**src/rtl/adder_share_arb_pkg.sv**
```systemverilog
// Shared types and defaults for the shared-adder arbiter: FSM encoding and
// default requester count / operand width.
package adder_share_arb_pkg;

    localparam int N_REQ_DEF = 4;
    localparam int WIDTH_DEF = 32;

    typedef enum logic [1:0] {
        IDLE = 2'd0,
        CALC = 2'd1,
        RESP = 2'd2
    } state_e;

endpackage

```
**src/rtl/adder_share_arb_if.sv**
```systemverilog
// Request/response bus of the shared-adder arbiter. The master drives requests
// and consumes results; the slave (the arbiter) grants and returns sums.
interface adder_share_arb_if #(
    parameter int N_REQ = adder_share_arb_pkg::N_REQ_DEF,
    parameter int WIDTH = adder_share_arb_pkg::WIDTH_DEF
);
    localparam int ID_W = $clog2(N_REQ);

    logic [N_REQ-1:0]       req_valid;
    logic [N_REQ*WIDTH-1:0] req_a;
    logic [N_REQ*WIDTH-1:0] req_b;
    logic [N_REQ-1:0]       req_cin;
    logic [N_REQ-1:0]       req_ready;
    logic                   rsp_valid;
    logic                   rsp_ready;
    logic [ID_W-1:0]        rsp_id;
    logic [WIDTH:0]         rsp_sum;
    logic [15:0]            op_count;

    modport master (
        output req_valid, req_a, req_b, req_cin, rsp_ready,
        input  req_ready, rsp_valid, rsp_id, rsp_sum, op_count
    );

    modport slave (
        input  req_valid, req_a, req_b, req_cin, rsp_ready,
        output req_ready, rsp_valid, rsp_id, rsp_sum, op_count
    );

endinterface

```
**src/rtl/adder_share_arb_bk_adder.sv**
```systemverilog
// Brent-Kung parallel-prefix adder core (32-bit by default): sum = a + b + cin
// with the carry-out as the extra MSB.
module bk_prefix_adder #(
    parameter int WIDTH = 32
) (
    input  logic [WIDTH-1:0] a_i,
    input  logic [WIDTH-1:0] b_i,
    input  logic             cin_i,
    output logic [WIDTH:0]   sum_o
);
    logic [WIDTH-1:0] p;
    logic [WIDTH-1:0] gg;
    logic [WIDTH-1:0] pp;

    always_comb begin
        p  = a_i ^ b_i;
        pp = p;
        gg = a_i & b_i;
        // Folding cin into bit 0 makes every prefix generate a true carry.
        gg[0] = gg[0] | (p[0] & cin_i);

        // Up-sweep: build group generate/propagate on a binary tree.
        for (int d = 1; d < WIDTH; d = d * 2) begin
            for (int i = 2 * d - 1; i < WIDTH; i = i + 2 * d) begin
                gg[i] = gg[i] | (pp[i] & gg[i-d]);
                pp[i] = pp[i] & pp[i-d];
            end
        end

        // Down-sweep: fill in the prefixes the tree skipped.
        for (int d = WIDTH / 2; d >= 1; d = d / 2) begin
            for (int i = 3 * d - 1; i < WIDTH; i = i + 2 * d) begin
                gg[i] = gg[i] | (pp[i] & gg[i-d]);
            end
        end

        sum_o[0] = p[0] ^ cin_i;
        for (int i = 1; i < WIDTH; i++) begin
            sum_o[i] = p[i] ^ gg[i-1];
        end
        sum_o[WIDTH] = gg[WIDTH-1];
    end

endmodule

```
**src/rtl/adder_share_arb_rr_arbiter.sv**
```systemverilog
// Combinational round-robin arbiter: the search starts one past the last
// grant and the first asserted request wins. No grant while en_i is low.
module rr_arbiter
    import adder_share_arb_pkg::*;
#(
    parameter int N_REQ = N_REQ_DEF
) (
    input  logic [N_REQ-1:0]         req_i,
    input  logic [$clog2(N_REQ)-1:0] last_grant_i,
    input  logic                     en_i,
    output logic [N_REQ-1:0]         gnt_o,
    output logic [$clog2(N_REQ)-1:0] gnt_idx_o
);
    localparam int ID_W = $clog2(N_REQ);

    logic [ID_W-1:0] idx;
    logic            found;

    always_comb begin
        gnt_o     = '0;
        gnt_idx_o = '0;
        found     = 1'b0;
        idx       = '0;
        // N_REQ is a power of two, so the index wraps by plain truncation.
        for (int k = 1; k <= N_REQ; k++) begin
            idx = last_grant_i + ID_W'(k);
            if (en_i && !found && req_i[idx]) begin
                found      = 1'b1;
                gnt_o[idx] = 1'b1;
                gnt_idx_o  = idx;
            end
        end
    end

endmodule

```
**src/rtl/adder_share_arb.sv**
```systemverilog
// N requesters share one prefix adder: round-robin accept, one cycle to add,
// then the result is held until the consumer takes it.
module adder_share_arb
    import adder_share_arb_pkg::*;
#(
    parameter int N_REQ = N_REQ_DEF,
    parameter int WIDTH = WIDTH_DEF
) (
    input  logic             clk,
    input  logic             rst_n,
    adder_share_arb_if.slave bus
);
    localparam int ID_W = $clog2(N_REQ);

    state_e          state_q, state_d;
    logic [ID_W-1:0] last_grant_q, last_grant_d;
    logic [WIDTH-1:0] op_a_q, op_a_d;
    logic [WIDTH-1:0] op_b_q, op_b_d;
    logic            op_cin_q, op_cin_d;
    logic [ID_W-1:0] op_id_q, op_id_d;
    logic [WIDTH:0]  rsp_sum_q, rsp_sum_d;
    logic [ID_W-1:0] rsp_id_q, rsp_id_d;
    logic [15:0]     op_count_q, op_count_d;

    logic             accept_en;
    logic             accept;
    logic             rsp_fire;
    logic [N_REQ-1:0] gnt;
    logic [ID_W-1:0]  gnt_idx;
    logic [WIDTH:0]   add_sum;

    // Reset also gates the grant so req_ready is quiet while rst_n is low.
    assign accept_en = rst_n &&
                       ((state_q == IDLE) || ((state_q == RESP) && bus.rsp_ready));
    assign accept    = |gnt;
    assign rsp_fire  = (state_q == RESP) && bus.rsp_ready;

    rr_arbiter #(.N_REQ(N_REQ)) u_arb (
        .req_i        (bus.req_valid),
        .last_grant_i (last_grant_q),
        .en_i         (accept_en),
        .gnt_o        (gnt),
        .gnt_idx_o    (gnt_idx)
    );

    bk_prefix_adder #(.WIDTH(WIDTH)) u_add (
        .a_i   (op_a_q),
        .b_i   (op_b_q),
        .cin_i (op_cin_q),
        .sum_o (add_sum)
    );

    always_comb begin
        // NOTE: every signal gets its hold value first so no path infers a latch.
        state_d      = state_q;
        last_grant_d = last_grant_q;
        op_a_d       = op_a_q;
        op_b_d       = op_b_q;
        op_cin_d     = op_cin_q;
        op_id_d      = op_id_q;
        rsp_sum_d    = rsp_sum_q;
        rsp_id_d     = rsp_id_q;
        op_count_d   = op_count_q + {15'd0, rsp_fire};

        case (state_q)
            IDLE: if (accept) state_d = CALC;
            CALC: begin
                state_d   = RESP;
                rsp_sum_d = add_sum;
                rsp_id_d  = op_id_q;
            end
            RESP: if (bus.rsp_ready) state_d = accept ? CALC : IDLE;
            default: state_d = IDLE;
        endcase

        if (accept) begin
            last_grant_d = gnt_idx;
            op_a_d       = bus.req_a[int'(gnt_idx) * WIDTH +: WIDTH];
            op_b_d       = bus.req_b[int'(gnt_idx) * WIDTH +: WIDTH];
            op_cin_d     = bus.req_cin[gnt_idx];
            op_id_d      = gnt_idx;
        end
    end

    // NOTE: state registers use non-blocking assignments so all flops sample together.
    always_ff @(posedge clk or negedge rst_n) begin
        if (!rst_n) begin
            state_q      <= IDLE;
            last_grant_q <= ID_W'(N_REQ - 1);
            op_a_q       <= '0;
            op_b_q       <= '0;
            op_cin_q     <= 1'b0;
            op_id_q      <= '0;
            rsp_sum_q    <= '0;
            rsp_id_q     <= '0;
            op_count_q   <= '0;
        end else begin
            state_q      <= state_d;
            last_grant_q <= last_grant_d;
            op_a_q       <= op_a_d;
            op_b_q       <= op_b_d;
            op_cin_q     <= op_cin_d;
            op_id_q      <= op_id_d;
            rsp_sum_q    <= rsp_sum_d;
            rsp_id_q     <= rsp_id_d;
            op_count_q   <= op_count_d;
        end
    end

    assign bus.req_ready = gnt;
    assign bus.rsp_valid = (state_q == RESP);
    assign bus.rsp_id    = rsp_id_q;
    assign bus.rsp_sum   = rsp_sum_q;
    assign bus.op_count  = op_count_q;

endmodule
```
**src/flat_wrapper.sv**
```systemverilog
// flat-port wrapper written by rule: the top's interface ports become plain ports
module adder_share_arb_flat import adder_share_arb_pkg::*;
#(
    parameter int N_REQ = N_REQ_DEF,
    parameter int WIDTH = WIDTH_DEF
)
  (clk, rst_n, bus_req_valid, bus_req_a, bus_req_b, bus_req_cin, bus_rsp_ready, bus_req_ready, bus_rsp_valid, bus_rsp_id, bus_rsp_sum, bus_op_count);
  adder_share_arb_if #(.N_REQ(N_REQ), .WIDTH(WIDTH)) bus_i ();
  input  logic clk;
  input  logic rst_n;
  input wire logic [$bits(bus_i.req_valid)-1:0] bus_req_valid;
  input wire logic [$bits(bus_i.req_a)-1:0] bus_req_a;
  input wire logic [$bits(bus_i.req_b)-1:0] bus_req_b;
  input wire logic [$bits(bus_i.req_cin)-1:0] bus_req_cin;
  input wire logic [$bits(bus_i.rsp_ready)-1:0] bus_rsp_ready;
  output wire logic [$bits(bus_i.req_ready)-1:0] bus_req_ready;
  output wire logic [$bits(bus_i.rsp_valid)-1:0] bus_rsp_valid;
  output wire logic [$bits(bus_i.rsp_id)-1:0] bus_rsp_id;
  output wire logic [$bits(bus_i.rsp_sum)-1:0] bus_rsp_sum;
  output wire logic [$bits(bus_i.op_count)-1:0] bus_op_count;
  assign bus_i.req_valid = bus_req_valid;
  assign bus_i.req_a = bus_req_a;
  assign bus_i.req_b = bus_req_b;
  assign bus_i.req_cin = bus_req_cin;
  assign bus_i.rsp_ready = bus_rsp_ready;
  assign bus_req_ready = bus_i.req_ready;
  assign bus_rsp_valid = bus_i.rsp_valid;
  assign bus_rsp_id = bus_i.rsp_id;
  assign bus_rsp_sum = bus_i.rsp_sum;
  assign bus_op_count = bus_i.op_count;
  adder_share_arb #(.N_REQ(N_REQ), .WIDTH(WIDTH)) u_core (.clk(clk), .rst_n(rst_n), .bus(bus_i));
endmodule
```
**config.mk**
```make
export PLATFORM = sky130hd
export DESIGN_NAME = adder_share_arb_flat
export DESIGN_NICKNAME = d
export VERILOG_FILES = /design/src/rtl/adder_share_arb_pkg.sv /design/src/rtl/adder_share_arb_if.sv /design/src/rtl/adder_share_arb_bk_adder.sv /design/src/rtl/adder_share_arb_rr_arbiter.sv /design/src/rtl/adder_share_arb.sv /design/src/flat_wrapper.sv
export SDC_FILE = /design/constraint.sdc
export NUM_CORES = 1
export LEC_CHECK = 0
export CORE_ASPECT_RATIO = 1.5
export CORE_MARGIN = 2
export CORE_UTILIZATION = 43
export CTS_CLUSTER_DIAMETER = 30
export DETAILED_ROUTE_END_ITERATION = 16
export PLACE_DENSITY = 0.86
export SLEW_MARGIN = 20
export SYNTH_ARGS = -nofsm -noshare
export SYNTH_HDL_FRONTEND = slang
export SYNTH_HIERARCHICAL = 1
export SYNTH_SLANG_ARGS = --single-unit
```
**constraint.sdc**
```tcl
create_clock -name clk -period 4 [get_ports clk]
set_input_delay 0.4 -clock clk [delete_from_list [all_inputs] [get_ports clk]]
set_output_delay 0.4 -clock clk [all_outputs]
set_load 0.05 [all_outputs]
```
==> results of run 1 <==
state kept, by name, indices dropped and copies added, names as in the netlist:
name                 cells
u_core/bus.rsp_sum      33
u_core/op_a_q           32
u_core/op_b_q           32
u_core/bus.op_count     16
u_core/bus.rsp_id        2
u_core/last_grant_q      2
u_core/op_id_q           2
u_core/state_q           2
u_core/op_cin_q          1
power groups by stage:
| stage | clock, mW | combinational [mW] | sequential, mW |
|---|---|---|---|
| global route | 1.45 | 6.68 | 2.38 |
| CTS | 1.39 | 6.22 | 2.31 |
| floorplan | 0 | 3.88 | 2.89 |
| detailed placement | 0 | 6.15 | 2.31 |
| finish | 1.36 | 6.16 | 2.31 |
| global placement | 0 | 5.93 | 2.28 |
metrics by stage:
step,total power [mW],setup WS (ns),utilization (%)
after detailed placement,8.46,0.368,61.6
final,9.83,0.364,64.4
after global routing,10.5,0.165,64.4
after floorplan,6.77,0.438,-
after CTS,9.93,0.337,64.4
after global placement,8.21,0.494,61.6
path summary, 6_finish.rpt:
kind / slack, ns / cells past startpoint / to
setup / recovery: 0.36 / 11 / u_core/bus.rsp_sum[30]$_DFFE_PN0N_
hold / removal: 0.19 / 2 / u_core/bus.rsp_sum[20]$_DFFE_PN0N_
setup reg to reg: 0.36 / 11 / u_core/bus.rsp_sum[30]$_DFFE_PN0N_
hold reg to reg: 0.47 / 1 / u_core/bus.op_count[15]$_DFF_PN0_
max in group asynchronous: 2.52 / 3 / u_core/bus.rsp_sum[10]$_DFFE_PN0N_
min in group clk: 0.47 / 1 / u_core/bus.op_count[15]$_DFF_PN0_
metal layers:
| metal | vias to the layer above | GRT usage, % | share of wire (%) | wire length [um] |
|---|---|---|---|---|
| met5 | - | 0 | 0.049 | 12 |
| met4 | 2 | 9.22 | 3.2 | 787 |
| met3 | 52 | 5.63 | 6.1 | 1480 |
| met2 | 248 | 43.4 | 54 | 13100 |
| met1 | 3288 | 28.4 | 37 | 9000 |
| li1 | 2945 | - | - | - |
cell families (layout without fill, tap and decap cells):
kind of cell	Yosys count	in the layout	share of synthesized area, %
other	0	1	0
flip-flops	122	122	37.0
XOR/XNOR	29	29	3.08
multiplexers	167	167	32.2
AND/OR/NAND/NOR	106	106	7.11
AO/OA/AOI/OAI	64	64	5.78
adder cells (fa/ha/maj)	57	57	10.2
buffers and inverters	69	401	4.59
area by class of cell:
class | count | area [um2]
Clock inverter | 15 | 105
Inverter | 38 | 143
Tap cell | 256 | 320
Sequential cell | 122 | 3060
Fill cell | 1431 | 6760
Timing Repair Buffer | 331 | 3340
Multi-Input combinational cell | 423 | 4850
Antenna cell | 1 | 2.50
Clock buffer | 17 | 425
cells in the final DEF, fill, tap and decap left out, types with 10 or more instances in the layout:
cell type and count:
sky130_fd_sc_hd__nand2_1 32, sky130_fd_sc_hd__nor2_1 10, sky130_fd_sc_hd__mux4_2 67, sky130_fd_sc_hd__a21oi_1 20
sky130_fd_sc_hd__fa_1 17, sky130_fd_sc_hd__clkbuf_16 17, sky130_fd_sc_hd__clkdlybuf4s50_1 317, sky130_fd_sc_hd__inv_1 38
sky130_fd_sc_hd__mux2_2 89, sky130_fd_sc_hd__dfrtp_1 120, sky130_fd_sc_hd__xor2_1 21, sky130_fd_sc_hd__ha_1 40
worst reg2reg max path, cell delays in order (launching register included):
cell                        delay, ns
sky130_fd_sc_hd__dfrtp_1         0.34
sky130_fd_sc_hd__inv_1           0.06
sky130_fd_sc_hd__fa_1            0.44
sky130_fd_sc_hd__fa_1            0.44
sky130_fd_sc_hd__nand2b_1        0.22
sky130_fd_sc_hd__a21oi_4         0.18
sky130_fd_sc_hd__o2111ai_4       0.20
sky130_fd_sc_hd__o41ai_4         0.59
sky130_fd_sc_hd__a21oi_2         0.14
sky130_fd_sc_hd__o21ai_1         0.20
sky130_fd_sc_hd__fa_1            0.44
sky130_fd_sc_hd__mux2_2          0.27
==> metrics.md, run 1 <==
| Metric | Value |
|---|---|
| Result of the run | completed |
| Layout Cell Area excl Fill | 0.0122 mm2 |
| Dominant synthesized flop cell | sky130_fd_sc_hd__dfrtp_1 |
| GRT Residual Overflow | 0 |
| Post-layout net count | between 1000 and 1500 |
| Hold-fix buffer count after cts | 0 |
| Cell class contributing the biggest share of worst-path delay | adder cells |
| Register bit count reported by yosys | between 100 and 150 |
| Kind of critical path | flop to flop |
| Reg power frac | 23.5% |
| Number of vias per cell after detailed routing | 5.43 |
| Total Routed Length | 24400 um |
| Most common library cells after synthesis | sky130_fd_sc_hd__dfrtp_1 (120), sky130_fd_sc_hd__mux2_2 (89), sky130_fd_sc_hd__mux4_2 (67), sky130_fd_sc_hd__ha_1 (40), sky130_fd_sc_hd__inv_1 (38) |
| Setup repair after global routing missed its margin | no |
| Global Route Usage Sum | ~25% |
| Worst clock skew on the final layout | ~0.0080 ns |
| Yosys warnings | 6 |
| Die area | between 0.02 and 0.025 mm2 |
| Power density cells | 803 mW/mm2 |
| Pins over their slew limit | 0 |
| Clock H-tree levels | 4 |
| Logic pwr share | between 60 and 70% |
| Count of unique library cells instantiated by Yosys | 58 |
| Post-cts sizing count | 0 |
| Number of global-route vias before repair | ~7000 |
| Area grow syn2layout | 48.3% |
| DP HPWL | 19000 um |
| CP startpoint | u_core/op_a_q[0]$_DFFE_PN0P_ |
| Area of the placeable core | ~0.019 mm2 |
| Longest individual stage delay on the worst path | between 0.5 and 0.6 ns |
| Top-level I/O count | ~320 |
| Proportion of synthesized chip area in sequential cells | a little under two fifths |
| Pin slew with the least headroom to its limit | between 1 and 1.5 ns |
| Highest ir drop seen on vdd | 0.000502 V |
| Number of detailed-route iterations in the first pass | 5 |
| Clock tree from TritonCTS | built |
| Synthesized net count | around 940 |
| Arrival time at the worst endpoint | ~3.9 ns |
| Most numerous cell in the Yosys netlist | sky130_fd_sc_hd__dfrtp_1 |
| Area post-placement | roughly 0.012 mm2 |
| Fraction of layout instances using a drive strength above 1 | 24.0% |
| Cell Area, Synth | 0.00825 mm2 |
| Average instance area after synthesis | 13.4 um2 |
| Die outline width | roughly 120 um |
| Worst-path fanout max | 5 |
| Clock power share | about 14% |
| Synthesized instance count | between 600 and 700 |
| First-pass GRT wire length | 37700 um |
| Synth async-reset ratio | 100% |
| Switching Share | between 40% and 50% |
| Final total negative setup slack | 0 ns |
| Worst setup SP type | flop |
| Sort of element at the end of the critical path | flop |
| Buffers inserted during post-CTS setup optimization | 0 |
| Library cell occupying the most area in the post-synthesis netlist | sky130_fd_sc_hd__dfrtp_1 |
| Slew Limit Headroom | between 30% and 40% |
| CTS Buffer Depth | 2 |
| Initial cell density of the core | 43.4% |
| Routed Antenna Nets | 0 |
| Final number of setup-violating endpoints | 0 |
| Number of buffers inserted by port buffering | 322 |
| Die Span Y | 174 um |
| Crit path required time | between 4 and 5 ns |
| CP most frequent cell | sky130_fd_sc_hd__fa_1 |
| Placement row count | between 60 and 70 |
| Initial antenna violation count | 2 |
| Count of placed standard cells including taps | around 1200 |
| R2R Path Start | u_core/op_a_q[0]$_DFFE_PN0P_ |
| Clock-pin slew of the registers on the worst-case setup and hold paths | about 0.060 ns |
| WHS | roughly 0.19 ns |
| Final period demand of the worst path | about 3.6 ns |
| Routability congestion estimate from global placement | ~0.85 |
| Cell at the slowest stage of the critical path | sky130_fd_sc_hd__o41ai_4 |
| Pin count of the biggest net entering global routing | between 60 and 70 |
| Highest achievable clock rate | ~280 MHz |
| Residual DRC | 0 |
| Clock insertion delay at the later pin of the skew report | roughly 0.41 ns |
| Routed len/inst | a little over 20 um |
| Net Sw Power | approximately 4.2 mW |
| Internal Pwr Total | 5.63 mW |
| Leak pwr | ~5 nW |
| CP cell instances | inv_1 > fa_1 > fa_1 > nand2b_1 > a21oi_4 > o2111ai_4 > o41ai_4 > a21oi_2 > o21ai_1 > fa_1 > mux2_2 |
| Period utilization | around nine tenths |
| Max-cap violation count | 0 |
| Number of flops mapped to enable cells by yosys | 0 |
| Min-delay worst type | primary input to async pin |
| Number of hold violations in the final report | 0 |
| Area share of the largest cell type after synthesis | between 30% and 40% |
| DR vias | 6535 |
| Number of clock sinks | around 120 |
| CTS root buffer | sky130_fd_sc_hd__clkbuf_16 |
| Largest cells by area after synthesis | sky130_fd_sc_hd__dfrtp_1 (36%), sky130_fd_sc_hd__mux4_2 (18%), sky130_fd_sc_hd__mux2_2 (12%) |
| Number of buffers created by CTS | 17 |
| Number of standard cells in the final layout excluding fillers | ~1200 |
| Number of violations reported at the end of detailed-routing iteration 0 | between 300 and 400 |
| Buffers plus inverters on the worst setup path | 1 |
No activity file was read; power rests on OpenSTA's default activity.
==> inputs of run 2 (changes only) <==
--- a/config.mk
+++ b/config.mk
@@ -9,6 +9,7 @@
 export CORE_MARGIN = 2
 export CORE_UTILIZATION = 43
 export CTS_CLUSTER_DIAMETER = 30
+export CTS_CLUSTER_SIZE = 14
 export DETAILED_ROUTE_END_ITERATION = 16
 export PLACE_DENSITY = 0.86
 export SLEW_MARGIN = 20
==> results of run 2 <==
Final layout, timing and power as in run 1 (identical DEF).
